### config.mk
export PLATFORM = sky130hd
export DESIGN_NAME = sad_min_reduce_flat
export DESIGN_NICKNAME = d
export VERILOG_FILES = /design/src/rtl/sad_min_reduce_if.sv /design/src/rtl/sad_min_reduce.sv /design/src/flat_wrapper.sv
export SDC_FILE = /design/constraint.sdc
export NUM_CORES = 1
export LEC_CHECK = 0
export CORE_UTILIZATION = 58
export DETAILED_ROUTE_END_ITERATION = 8
export DONT_BUFFER_PORTS = 1
export PLACE_DENSITY_LB_ADDON = 0.2
export REMOVE_ABC_BUFFERS = 1
export SLEW_MARGIN = 20
export SYNTH_ARGS = -nofsm -noshare
export SYNTH_HDL_FRONTEND = slang
export SYNTH_SLANG_ARGS = --single-unit
### constraint.sdc
create_clock -name Clk -period 27.3 [get_ports Clk]
set_clock_uncertainty 0.15 [all_clocks]
set_input_delay 1.365 -clock Clk [delete_from_list [all_inputs] [get_ports Clk]]
set_output_delay 1.365 -clock Clk [all_outputs]
set_load 0.01 [all_outputs]
### src/rtl/sad_min_reduce_if.sv
// rtl/sad_min_reduce_if.sv - EX7 lane-batch bus carried from the EX6/EX7 pipeline register
interface sad_min_reduce_if #(
  parameter int DATA_W  = 32,
  parameter int COORD_W = 32
);
  logic               Valid_EX7;
  logic               Last_EX7;
  logic [DATA_W-1:0]  sOut1_EX7;
  logic [DATA_W-1:0]  sOut2_EX7;
  logic [DATA_W-1:0]  sOut3_EX7;
  logic [DATA_W-1:0]  sOut4_EX7;
  logic [DATA_W-1:0]  sOut5_EX7;
  logic [DATA_W-1:0]  sOut6_EX7;
  logic [DATA_W-1:0]  sOut7_EX7;
  logic [DATA_W-1:0]  sOut8_EX7;
  logic [COORD_W-1:0] BaseX_EX7;
  logic [COORD_W-1:0] BaseY_EX7;

  modport master (
    output Valid_EX7, Last_EX7,
    output sOut1_EX7, sOut2_EX7, sOut3_EX7, sOut4_EX7,
    output sOut5_EX7, sOut6_EX7, sOut7_EX7, sOut8_EX7,
    output BaseX_EX7, BaseY_EX7
  );

  modport slave (
    input Valid_EX7, Last_EX7,
    input sOut1_EX7, sOut2_EX7, sOut3_EX7, sOut4_EX7,
    input sOut5_EX7, sOut6_EX7, sOut7_EX7, sOut8_EX7,
    input BaseX_EX7, BaseY_EX7
  );
endinterface

### src/rtl/sad_min_reduce.sv
// rtl/sad_min_reduce.sv - registered 8-lane SAD minimum tree with running frame-best merge
module sad_min_reduce #(
  parameter int DATA_W  = 32,
  parameter int COORD_W = 32
) (
  input  logic                Clk,
  input  logic                Reset,
  input  logic                Start,
  input  logic                Stall,
  sad_min_reduce_if.slave     ex7,
  output logic [DATA_W-1:0]   BestSad,
  output logic [COORD_W-1:0]  BestX,
  output logic [COORD_W-1:0]  BestY,
  output logic                Done,
  output logic                Busy
);

  typedef enum logic [1:0] {IDLE, RUN, DRAIN} state_t;

  state_t             state_q;
  logic [DATA_W-1:0]  best_sad_q;
  logic [COORD_W-1:0] best_x_q;
  logic [COORD_W-1:0] best_y_q;
  logic               done_q;

  logic [DATA_W-1:0]  lane_sad [8];
  logic [COORD_W-1:0] lane_x   [8];

  logic [DATA_W-1:0]  s1_sad_d [4];
  logic [COORD_W-1:0] s1_x_d   [4];
  logic [DATA_W-1:0]  s1_sad_q [4];
  logic [COORD_W-1:0] s1_x_q   [4];
  logic [COORD_W-1:0] s1_y_q;
  logic               s1_vld_q, s1_last_q;

  logic [DATA_W-1:0]  s2_sad_d [2];
  logic [COORD_W-1:0] s2_x_d   [2];
  logic [DATA_W-1:0]  s2_sad_q [2];
  logic [COORD_W-1:0] s2_x_q   [2];
  logic [COORD_W-1:0] s2_y_q;
  logic               s2_vld_q, s2_last_q;

  logic [DATA_W-1:0]  s3_sad_d;
  logic [COORD_W-1:0] s3_x_d;
  logic [DATA_W-1:0]  s3_sad_q;
  logic [COORD_W-1:0] s3_x_q;
  logic [COORD_W-1:0] s3_y_q;
  logic               s3_vld_q, s3_last_q;

  logic accept;
  logic merge_upd;
  logic last_merge;

  // Unpack the lane bus; lane k sits k columns to the right of BaseX (wrapping)
  always_comb begin
    lane_sad[0] = ex7.sOut1_EX7;
    lane_sad[1] = ex7.sOut2_EX7;
    lane_sad[2] = ex7.sOut3_EX7;
    lane_sad[3] = ex7.sOut4_EX7;
    lane_sad[4] = ex7.sOut5_EX7;
    lane_sad[5] = ex7.sOut6_EX7;
    lane_sad[6] = ex7.sOut7_EX7;
    lane_sad[7] = ex7.sOut8_EX7;
    for (int k = 0; k < 8; k++) begin
      lane_x[k] = ex7.BaseX_EX7 + COORD_W'(k);
    end
  end

  // Comparator levels: the higher-numbered side wins only when strictly smaller
  always_comb begin
    for (int i = 0; i < 4; i++) begin
      if (lane_sad[2*i+1] < lane_sad[2*i]) begin
        s1_sad_d[i] = lane_sad[2*i+1];
        s1_x_d[i]   = lane_x[2*i+1];
      end else begin
        s1_sad_d[i] = lane_sad[2*i];
        s1_x_d[i]   = lane_x[2*i];
      end
    end
    for (int i = 0; i < 2; i++) begin
      if (s1_sad_q[2*i+1] < s1_sad_q[2*i]) begin
        s2_sad_d[i] = s1_sad_q[2*i+1];
        s2_x_d[i]   = s1_x_q[2*i+1];
      end else begin
        s2_sad_d[i] = s1_sad_q[2*i];
        s2_x_d[i]   = s1_x_q[2*i];
      end
    end
    if (s2_sad_q[1] < s2_sad_q[0]) begin
      s3_sad_d = s2_sad_q[1];
      s3_x_d   = s2_x_q[1];
    end else begin
      s3_sad_d = s2_sad_q[0];
      s3_x_d   = s2_x_q[0];
    end
  end

  assign accept     = ex7.Valid_EX7 && (state_q == RUN);
  assign merge_upd  = s3_vld_q && (s3_sad_q < best_sad_q);
  assign last_merge = s3_vld_q && s3_last_q;

  // Tree pipeline: Start flushes in-flight batches but may load a new first batch
  always_ff @(posedge Clk) begin
    if (Reset) begin
      s1_vld_q  <= 1'b0;
      s2_vld_q  <= 1'b0;
      s3_vld_q  <= 1'b0;
      s1_last_q <= 1'b0;
      s2_last_q <= 1'b0;
      s3_last_q <= 1'b0;
    end else if (Start || !Stall) begin
      s1_vld_q  <= Start ? ex7.Valid_EX7 : accept;
      s1_last_q <= ex7.Last_EX7;
      s1_sad_q  <= s1_sad_d;
      s1_x_q    <= s1_x_d;
      s1_y_q    <= ex7.BaseY_EX7;
      s2_vld_q  <= s1_vld_q && !Start;
      s2_last_q <= s1_last_q;
      s2_sad_q  <= s2_sad_d;
      s2_x_q    <= s2_x_d;
      s2_y_q    <= s1_y_q;
      s3_vld_q  <= s2_vld_q && !Start;
      s3_last_q <= s2_last_q;
      s3_sad_q  <= s3_sad_d;
      s3_x_q    <= s3_x_d;
      s3_y_q    <= s2_y_q;
    end
  end

  // Frame control and merge into the running best; Done pulses on the last merge
  always_ff @(posedge Clk) begin
    if (Reset) begin
      state_q    <= IDLE;
      best_sad_q <= '1;
      best_x_q   <= '0;
      best_y_q   <= '0;
      done_q     <= 1'b0;
    end else if (Start) begin
      best_sad_q <= '1;
      best_x_q   <= '0;
      best_y_q   <= '0;
      done_q     <= 1'b0;
      state_q    <= (ex7.Valid_EX7 && ex7.Last_EX7) ? DRAIN : RUN;
    end else if (Stall) begin
      done_q <= 1'b0;
    end else begin
      done_q <= 1'b0;
      if (merge_upd) begin
        best_sad_q <= s3_sad_q;
        best_x_q   <= s3_x_q;
        best_y_q   <= s3_y_q;
      end
      case (state_q)
        RUN: begin
          if (accept && ex7.Last_EX7) state_q <= DRAIN;
        end
        DRAIN: begin
          if (last_merge) begin
            done_q  <= 1'b1;
            state_q <= IDLE;
          end
        end
        default: state_q <= IDLE;
      endcase
    end
  end

  assign BestSad = best_sad_q;
  assign BestX   = best_x_q;
  assign BestY   = best_y_q;
  assign Done    = done_q;
  assign Busy    = (state_q != IDLE);

endmodule

### src/flat_wrapper.sv
// flat-port wrapper written by rule: the top's interface ports become plain ports
module sad_min_reduce_flat 
#(
  parameter int DATA_W  = 32,
  parameter int COORD_W = 32
)
  (Clk, Reset, Start, Stall, BestSad, BestX, BestY, Done, Busy, ex7_Valid_EX7, ex7_Last_EX7, ex7_sOut1_EX7, ex7_sOut2_EX7, ex7_sOut3_EX7, ex7_sOut4_EX7, ex7_sOut5_EX7, ex7_sOut6_EX7, ex7_sOut7_EX7, ex7_sOut8_EX7, ex7_BaseX_EX7, ex7_BaseY_EX7);
  sad_min_reduce_if #(.DATA_W(DATA_W), .COORD_W(COORD_W)) ex7_i ();
  input  logic Clk;
  input  logic Reset;
  input  logic Start;
  input  logic Stall;
  output logic [DATA_W-1:0] BestSad;
  output logic [COORD_W-1:0] BestX;
  output logic [COORD_W-1:0] BestY;
  output logic Done;
  output logic Busy;
  input wire logic [$bits(ex7_i.Valid_EX7)-1:0] ex7_Valid_EX7;
  input wire logic [$bits(ex7_i.Last_EX7)-1:0] ex7_Last_EX7;
  input wire logic [$bits(ex7_i.sOut1_EX7)-1:0] ex7_sOut1_EX7;
  input wire logic [$bits(ex7_i.sOut2_EX7)-1:0] ex7_sOut2_EX7;
  input wire logic [$bits(ex7_i.sOut3_EX7)-1:0] ex7_sOut3_EX7;
  input wire logic [$bits(ex7_i.sOut4_EX7)-1:0] ex7_sOut4_EX7;
  input wire logic [$bits(ex7_i.sOut5_EX7)-1:0] ex7_sOut5_EX7;
  input wire logic [$bits(ex7_i.sOut6_EX7)-1:0] ex7_sOut6_EX7;
  input wire logic [$bits(ex7_i.sOut7_EX7)-1:0] ex7_sOut7_EX7;
  input wire logic [$bits(ex7_i.sOut8_EX7)-1:0] ex7_sOut8_EX7;
  input wire logic [$bits(ex7_i.BaseX_EX7)-1:0] ex7_BaseX_EX7;
  input wire logic [$bits(ex7_i.BaseY_EX7)-1:0] ex7_BaseY_EX7;
  assign ex7_i.Valid_EX7 = ex7_Valid_EX7;
  assign ex7_i.Last_EX7 = ex7_Last_EX7;
  assign ex7_i.sOut1_EX7 = ex7_sOut1_EX7;
  assign ex7_i.sOut2_EX7 = ex7_sOut2_EX7;
  assign ex7_i.sOut3_EX7 = ex7_sOut3_EX7;
  assign ex7_i.sOut4_EX7 = ex7_sOut4_EX7;
  assign ex7_i.sOut5_EX7 = ex7_sOut5_EX7;
  assign ex7_i.sOut6_EX7 = ex7_sOut6_EX7;
  assign ex7_i.sOut7_EX7 = ex7_sOut7_EX7;
  assign ex7_i.sOut8_EX7 = ex7_sOut8_EX7;
  assign ex7_i.BaseX_EX7 = ex7_BaseX_EX7;
  assign ex7_i.BaseY_EX7 = ex7_BaseY_EX7;
  sad_min_reduce #(.DATA_W(DATA_W), .COORD_W(COORD_W)) u_core (.Clk(Clk), .Reset(Reset), .Start(Start), .Stall(Stall), .ex7(ex7_i), .BestSad(BestSad), .BestX(BestX), .BestY(BestY), .Done(Done), .Busy(Busy));
endmodule
==> results.rst, run 1 <==
.. list-table::
   :header-rows: 1

   * - Metric
     - Value
   * - Sequential cell area fraction in the yosys report
     - 0.570
   * - Antenna violations before repair
     - 3
   * - Core Rows
     - 86
   * - Distinct cells, synth
     - 58
   * - Data required time at the worst endpoint
     - 27360 ps
   * - Detailed-route via count
     - 20500
   * - Final-report max-slew violation count
     - 0
   * - First-pass GRT wire length
     - 112 mm
   * - GR met3 Demand/Resource
     - 0.0710
   * - Layout cell share with drive strength beyond 1
     - 0.111
   * - GR met1 Demand/Resource
     - 0.347
   * - CTS sink count
     - 649
   * - Logic gate share of total power
     - 0.144
   * - Cells traversed along the worst timing path
     - nor2b_1, nor2_4, buf_12, buf_12, buf_4, buf_4
   * - Power density relative to cell area
     - 70.9 nW/um^2
   * - Internal power consumption
     - 1.87 mW
   * - Number of instances in the synthesized netlist
     - 2739
   * - Max-Cap Viols
     - 0
   * - Yosys reg bits
     - 649
   * - Data arrival at the endpoint of the critical path
     - 4740 ps
   * - GRT Residual Overflow
     - 0
   * - Layout Area Growth over Synthesis
     - 8.70%
   * - TNS Setup
     - 0 ps
   * - Effective utilization at floorplan
     - 0.587
   * - Nature of the critical path endpoint
     - register
   * - Via count of the first global-routing pass
     - 20200
   * - Class of the worst hold path
     - register to register
   * - Met2 track utilization from global routing
     - 0.403
   * - Estimated wirelength of the detail-placed design
     - 54.3 mm
   * - Largest fanout on the critical path
     - 174
   * - Maximum resistive drop on vdd
     - 0.0394 mV
   * - Starting DRC count in detailed routing
     - 1748
   * - Share of the cycle needed by the critical path after routing
     - 0.171
   * - Power share of the sequential group
     - 0.494
   * - Number of warnings issued by yosys
     - 0
   * - Worst path max stage delay
     - 960 ps
   * - Horiz. Die Dim
     - 238 um
   * - NetSw
     - 619 uW
   * - Unrepaired setup endpoints after global routing
     - no
   * - Tightest Pin Transition
     - 1050 ps
   * - Max-slew headroom
     - 0.301
   * - Hold-fix buffer count after cts
     - 0
   * - Number of buffers inserted during clock tree synthesis
     - 68
   * - Total routing usage reported by global routing
     - 0.261
   * - Setup fix buffers added after clock tree synthesis
     - 0
   * - Leakage
     - 13.8 nW
   * - Post-synth EDFFs
     - 544
   * - Maximum buffer depth of the clock tree
     - 3
   * - Switching power share of the total
     - 0.248
   * - Number of top-level pins
     - 424
   * - Floorplan Core Area
     - 55100 sq um
   * - GP Congestion
     - 0.908
   * - Post-detailed-routing wire length
     - 74.7 mm
   * - Most used flip-flop cell after synthesis
     - sky130_fd_sc_hd__edfxtp_1
   * - Root buf cell
     - sky130_fd_sc_hd__clkbuf_16
   * - CTS clock-pin slew for the worst setup and hold paths
     - 60 ps
   * - Crit-path leading delay family
     - buffers and inverters
   * - TritonCTS clock tree
     - built
   * - H-tree depth reported by CTS
     - 3
   * - Pin count of the biggest net entering global routing
     - 214
   * - IO Port Bufs
     - 0
   * - 1st-pass router iterations
     - 5
   * - Die Outline Area
     - 56700 sq um
   * - Per-instance average area after synthesis
     - 11.8 sq um
   * - Worst setup path class
     - primary input to register
   * - Buffers plus inverters on the worst setup path
     - 4
   * - Result of the run
     - finished, final reports clean
   * - Clock network fraction of total power
     - 0.362
   * - Layer carrying the most global-route usage
     - met2
   * - Clock network latency to the later pin of the worst-skew pair
     - 590 ps
   * - Library cell contributing the largest single delay on the critical path
     - sky130_fd_sc_hd__buf_4
   * - Setup violation total in the final timing report
     - 0
   * - Synth async-reset ratio
     - 0
   * - Final core utilization
     - 0.638
   * - Final critical-path required period
     - 4680 ps
   * - Number of nets in the layout
     - 3287
   * - Via-to-Cell Ratio
     - 5.86
   * - Achievable clock frequency
     - 214 MHz
   * - Cell Area, Synth
     - 32300 sq um
   * - Die height
     - 238 um
   * - Count of antenna-violating nets left after detailed routing
     - 0
   * - Fin. Hold Viols
     - 0
   * - Type of element launching the critical path
     - primary input
   * - Routed wire per std cell
     - 21.3 um
   * - # DRC
     - 0
   * - Cells resized by post-CTS repair
     - 0
==> routing by layer <==
layer / part of all wire / wire [um]
met1: 0.43 / 31800
met2: 0.45 / 33300
met3: 0.089 / 6680
met4: 0.038 / 2870
met5: 0.00070 / 52
==> cells in the mapped netlist, types with 8 or more instances <==
master                     count  area (sq um)
sky130_fd_sc_hd__dfxtp_1     105          2100
sky130_fd_sc_hd__a31oi_1       9          56.3
sky130_fd_sc_hd__inv_1       262           983
sky130_fd_sc_hd__a21oi_1      83           415
sky130_fd_sc_hd__mux2_1       30           338
sky130_fd_sc_hd__edfxtp_1    544         16300
sky130_fd_sc_hd__clkbuf_1     93           349
sky130_fd_sc_hd__xnor2_1      93           815
sky130_fd_sc_hd__o21ai_0     233          1170
sky130_fd_sc_hd__or2_2         8          50.1
sky130_fd_sc_hd__and3_1        9          56.3
sky130_fd_sc_hd__mux2_2      167          1880
sky130_fd_sc_hd__nor3_1       25           125
sky130_fd_sc_hd__nand4_1      48           300
sky130_fd_sc_hd__nand2b_1     15          93.8
sky130_fd_sc_hd__nand3_1     120           601
sky130_fd_sc_hd__nand2_1     326          1220
sky130_fd_sc_hd__buf_1        14          52.6
sky130_fd_sc_hd__nor4_1        9          56.3
sky130_fd_sc_hd__nor2_1       67           251
sky130_fd_sc_hd__mux2i_1      10           100
sky130_fd_sc_hd__xor2_1       29           254
sky130_fd_sc_hd__o211ai_1     35           263
sky130_fd_sc_hd__ha_1        257          3220
sky130_fd_sc_hd__a211oi_1     14           105
sky130_fd_sc_hd__buf_6        18           203
sky130_fd_sc_hd__a21o_1       37           278
==> flip-flops by register name, summed over array words and instances (netlist names) <==
register          cells
u_core.BestSad       32
u_core.BestX         32
u_core.BestY         32
u_core.Done           1
u_core.s1_last_q      1
u_core.s1_sad_q     128
u_core.s1_vld_q       1
u_core.s1_x_q       128
u_core.s1_y_q        32
u_core.s2_last_q      1
u_core.s2_sad_q      64
u_core.s2_vld_q       1
u_core.s2_x_q        64
u_core.s2_y_q        32
u_core.s3_last_q      1
u_core.s3_sad_q      32
u_core.s3_vld_q       1
u_core.s3_x_q        32
u_core.s3_y_q        32
u_core.state_q        2
==> power groups by stage <==
| stage | logic [mW] | registers, mW | clock network [mW] |
|---|---|---|---|
| after floorplan | 0.255 | 1.27 | 0 |
| after global placement | 0.343 | 1.25 | 0 |
| after detailed placement | 0.354 | 1.25 | 0 |
| after CTS | 0.358 | 1.23 | 0.924 |
| after global routing | 0.396 | 1.24 | 0.961 |
| final | 0.360 | 1.23 | 0.903 |
==> cells in the final DEF (no fill, tap or decap), types with 8 or more instances in the layout <==
master                      count
sky130_fd_sc_hd__mux2i_1        9
sky130_fd_sc_hd__o21ai_0      233
sky130_fd_sc_hd__and3_1         9
sky130_fd_sc_hd__nor4_1         9
sky130_fd_sc_hd__nand3_1      120
sky130_fd_sc_hd__nand4_1       48
sky130_fd_sc_hd__clkinv_1      14
sky130_fd_sc_hd__a21oi_1       81
sky130_fd_sc_hd__or2_2          8
sky130_fd_sc_hd__nor3_1        25
sky130_fd_sc_hd__inv_1        262
sky130_fd_sc_hd__ha_1         257
sky130_fd_sc_hd__nand2_1      326
sky130_fd_sc_hd__clkbuf_16     70
sky130_fd_sc_hd__xor2_1        29
sky130_fd_sc_hd__a21o_1        37
sky130_fd_sc_hd__mux2_1        30
sky130_fd_sc_hd__o211ai_1      35
sky130_fd_sc_hd__a211oi_1      14
sky130_fd_sc_hd__edfxtp_1     544
sky130_fd_sc_hd__xnor2_1       93
sky130_fd_sc_hd__mux2_2       167
sky130_fd_sc_hd__clkinv_2       9
sky130_fd_sc_hd__nand2b_1      15
sky130_fd_sc_hd__clkbuf_1      12
sky130_fd_sc_hd__dfxtp_1      105
sky130_fd_sc_hd__nor2_1        64
sky130_fd_sc_hd__buf_4         15
==> final cells by class <==
cell class	count	area, sq um
Clock buffer	89	1890
Tap cell	748	936
Clock inverter	33	293
Antenna cell	1	2.50
Multi-Input combinational cell	1701	12400
Inverter	263	987
Sequential cell	649	18400
Fill cell	4223	19900
Timing Repair Buffer	21	214
==> final timing paths <==
| path | from | to | slack (ps) | depth (start not counted) |
|---|---|---|---|---|
| hold / removal | u_core.s2_y_q[1]$_DFFE_PP_ | u_core.s3_y_q[1]$_DFFE_PP_ | 270 | 0 |
| setup reg to reg | u_core.s1_sad_q[65]$_DFFE_PP_ | u_core.s2_x_q[40]$_DFFE_PP_ | 23190 | 9 |
| setup / recovery | Stall | u_core.s1_x_q[89]$_DFFE_PP_ | 22620 | 6 |
| hold reg to reg | u_core.s2_y_q[1]$_DFFE_PP_ | u_core.s3_y_q[1]$_DFFE_PP_ | 270 | 0 |
==> through the flow <==
stage          hold slack, ps  instance area [sq um]  worst slack, ps  power [mW]  cells
3_5_place_dp              255                  32900            21440        1.61   3380
2_1_floorplan             250                  31700             1620        1.53   2613
4_1_cts                   266                  35100            22040        2.51   3502
6_report                  267                  35200            22620        2.49   3505
5_1_grt                   272                  35200            22340        2.60   3504
3_3_place_gp              251                  32900            21560        1.59   3378
==> kinds of logic (layout without fill, tap and decap cells) <==
logic type / count (synthesis) / in the layout / synth area share
other: 0 / 1 / 0
DFF: 649 / 649 / 0.570
muxes: 207 / 207 / 0.0717
buffers and inverters: 389 / 406 / 0.0494
and+or+nand+nor: 658 / 658 / 0.0923
AOI/OAI and AO/OA: 457 / 457 / 0.0842
xor gates and xnor gates: 122 / 122 / 0.0330
adders and majority gates: 257 / 257 / 0.0994
(Power assumes the default switching activity.)
==> run 2, diff against run 1 <==
--- a/config.mk
+++ b/config.mk
@@ -5,7 +5,7 @@
 export SDC_FILE = /design/constraint.sdc
 export NUM_CORES = 1
 export LEC_CHECK = 0
-export CORE_UTILIZATION = 58
+export CORE_UTILIZATION = 64
 export DETAILED_ROUTE_END_ITERATION = 8
 export DONT_BUFFER_PORTS = 1
 export PLACE_DENSITY_LB_ADDON = 0.2
==> constraint.sdc (replaced) <==
create_clock -name Clk -period 4.7 [get_ports Clk]
set_clock_uncertainty 0.15 [all_clocks]
set_input_delay 0.235 -clock Clk [delete_from_list [all_inputs] [get_ports Clk]]
set_output_delay 0.235 -clock Clk [all_outputs]
set_load 0.01 [all_outputs]
==> run 2 against run 1 <==
First-iteration DRC count grew 26%. Design area grew 11%. Sequential power grew to 5.8 times the previous value. Total power grew to 6.1 times the previous value. Sequential share of layout area shrank 5.0 points. Wire length grew 13%. Sequential cell count is the same. Utilization grew 14 points. Critical path depth grew 4. Non-clock buffer count grew 353. Setup slack lost 22000 ps.
==> results.rst, run 2 (synthesized netlist as in run 1, its figures left out) <==
.. list-table::
   :header-rows: 1

   * - Metric
     - Value
   * - Result of the run
     - finished, final reports clean
   * - Max-slew headroom
     - 0.397
   * - Number of buffers inserted during clock tree synthesis
     - 69
   * - 1st-pass router iterations
     - 6
   * - Via-to-Cell Ratio
     - 6.03
   * - Tightest Pin Transition
     - 897 ps
   * - Share of the cycle needed by the critical path after routing
     - 0.813
   * - Max-Cap Viols
     - 0
   * - Antenna violations before repair
     - 18
   * - Setup violation total in the final timing report
     - 0
   * - Total routing usage reported by global routing
     - 0.328
   * - Routed wire per std cell
     - 22.3 um
   * - Worst R2R End
     - u_core.s3_sad_q[10]$_DFFE_PP_
   * - Achievable clock frequency
     - 262 MHz
   * - Class of the worst hold path
     - primary input to register
   * - Worst reg-to-reg setup slack
     - 1100 ps
   * - Logic depth of the worst register-to-register path
     - 9
   * - # DRC
     - 0
   * - Met3 wire len
     - 7.96 mm
   * - Routed metal-1 wirelength
     - 33.8 mm
   * - Number of placed instances with taps included
     - 3314
   * - Data required time at the worst endpoint
     - 4900 ps
   * - Effective utilization at floorplan
     - 0.647
   * - Most frequent cells in the layout
     - sky130_fd_sc_hd__edfxtp_1 (544), sky130_fd_sc_hd__dlygate4sd3_1 (344), sky130_fd_sc_hd__nand2_1 (326), sky130_fd_sc_hd__inv_1 (262), sky130_fd_sc_hd__ha_1 (257)
   * - Commonest non-fill, non-tap cell in the layout
     - sky130_fd_sc_hd__edfxtp_1
   * - Top flop regs
     - u_core.s1_sad_q: 128 flops, u_core.s1_x_q: 128 flops
   * - Logic gate share of total power
     - 0.161
   * - Maximum resistive drop on vdd
     - 0.243 mV
   * - Final standard cell count with taps included and fillers excluded
     - 3794
   * - Floorplan Core Area
     - 50000 sq um
   * - Startpoint of the most critical register-to-register path
     - u_core.s2_sad_q[1]$_DFFE_PP_
   * - TritonCTS clock tree
     - built
   * - Fin. Hold Viols
     - 0
   * - CTS sink count
     - 649
   * - Count of antenna-violating nets left after detailed routing
     - 0
   * - Critical path launch point
     - ex7_sOut5_EX7[19]
   * - Nature of the critical path endpoint
     - register
   * - Maximum buffer depth of the clock tree
     - 3
   * - Via count of the first global-routing pass
     - 23000
   * - Layout cell share with drive strength beyond 1
     - 0.103
   * - CTS clock-pin slew for the worst setup and hold paths
     - 60 ps
   * - Starting DRC count in detailed routing
     - 2211
   * - H-tree depth reported by CTS
     - 3
   * - Internal power consumption
     - 11.5 mW
   * - Met2 wire length
     - 39.8 mm
   * - Type of element launching the critical path
     - primary input
   * - Power density relative to cell area
     - 393 nW/um^2
   * - Top layer reached by signal wires
     - met5
   * - Final critical-path required period
     - 3820 ps
   * - Clock network latency to the later pin of the worst-skew pair
     - 600 ps
   * - GRT Residual Overflow
     - 0
   * - Leakage
     - 15.5 nW
   * - NetSw
     - 3.76 mW
   * - Final-report max-slew violation count
     - 0
   * - Die Outline Area
     - 51400 sq um
   * - IO Port Bufs
     - 0
   * - Power share of the sequential group
     - 0.470
   * - Layout Area Growth over Synthesis
     - 20.2%
   * - First-pass GRT wire length
     - 127 mm
   * - Largest fanout on the critical path
     - 63
   * - Detailed-route via count
     - 22900
   * - Core Rows
     - 82
   * - Unrepaired setup endpoints after global routing
     - no
   * - Crit path capture
     - u_core.s1_sad_q[32]$_DFFE_PP_
   * - Number of top-level pins
     - 424
   * - Number of nets in the layout
     - 3641
   * - GP Congestion
     - 0.932
   * - Data arrival at the endpoint of the critical path
     - 4020 ps
   * - Die height
     - 227 um
   * - Post-detailed-routing wire length
     - 84.7 mm
   * - Clock network fraction of total power
     - 0.368
   * - Estimated wirelength of the detail-placed design
     - 55.9 mm
   * - Worst setup path class
     - primary input to register
   * - Root buf cell
     - sky130_fd_sc_hd__clkbuf_16
   * - TNS Setup
     - 0 ps
   * - Pin count of the biggest net entering global routing
     - 161
   * - Setup fix buffers added after clock tree synthesis
     - 0
   * - Horiz. Die Dim
     - 227 um
   * - Switching power share of the total
     - 0.246
run 2: layer usage:
metal / vias up / track usage
li1: 10500 / -
met1: 11100 / 0.416
met2: 1033 / 0.533
met3: 219 / 0.0873
met4: 20 / 0.134
met5: - / 0
run 2: cell type report:
| class | count | area (sq um) |
|---|---|---|
| flip-flops and latches | 649 | 18400 |
| multi-input cells | 1701 | 12400 |
| fillers | 3066 | 11100 |
| repair buffers | 374 | 3830 |
| clock buffers | 96 | 2010 |
| inverters | 263 | 987 |
| well taps | 672 | 841 |
| clock inverters | 29 | 352 |
| diodes | 10 | 25.0 |
run 2: worst max-delay path, cell delays in order:
cell and delay [ps]:
sky130_fd_sc_hd__inv_1 30, sky130_fd_sc_hd__ha_1 300, sky130_fd_sc_hd__a21oi_1 140, sky130_fd_sc_hd__o21ai_0 160, sky130_fd_sc_hd__a2111oi_0 710, sky130_fd_sc_hd__o21ai_0 320, sky130_fd_sc_hd__a31oi_4 520, sky130_fd_sc_hd__buf_4 590
sky130_fd_sc_hd__mux2_2 410, sky130_fd_sc_hd__dlygate4sd3_1 550
run 2: stage by stage:
stage / instance area, sq um / setup WS (ps) / hold slack (ps) / total power [mW] / util
after floorplan: 31700 / -19850 / 154 / 8.88 / -
after global placement: 33000 / 924 / 157 / 9.20 / 0.661
after detailed placement: 33000 / 911 / 158 / 9.31 / 0.661
after CTS: 38800 / 992 / 1.50 / 15.3 / 0.777
after global routing: 38900 / 554 / 51.1 / 15.8 / 0.778
final: 38900 / 879 / 39.3 / 15.3 / 0.778
run 2: how the worst min path moves through the flow:
stage	start	to	slack, ps	cells past startpoint
2_1_floorplan	Reset	u_core.state_q[0]$_SDFFE_PP0P_	150	1
3_3_place_gp	Reset	u_core.state_q[0]$_SDFFE_PP0P_	160	1
3_5_place_dp	Reset	u_core.state_q[0]$_SDFFE_PP0P_	160	1
4_1_cts	ex7_BaseX_EX7[5]	u_core.s1_x_q[61]$_DFFE_PP_	1	4
5_1_grt	ex7_BaseX_EX7[4]	u_core.s1_x_q[30]$_DFFE_PP_	50	3
6_report	ex7_BaseX_EX7[4]	u_core.s1_x_q[14]$_DFFE_PP_	40	3
run 2: power by group through the flow:
stage	registers [mW]	clock network, mW	logic [mW]
global route	7.23	5.93	2.68
detailed placement	7.30	0	2.01
floorplan	7.39	0	1.48
finish	7.19	5.63	2.46
CTS	7.18	5.70	2.41
global placement	7.28	0	1.93
run 2: what timing repair did:
action,4_1_cts,5_1_grt
endpoints found under the hold margin,337,0
hold buffers,344,0
gates resized for setup,0,0
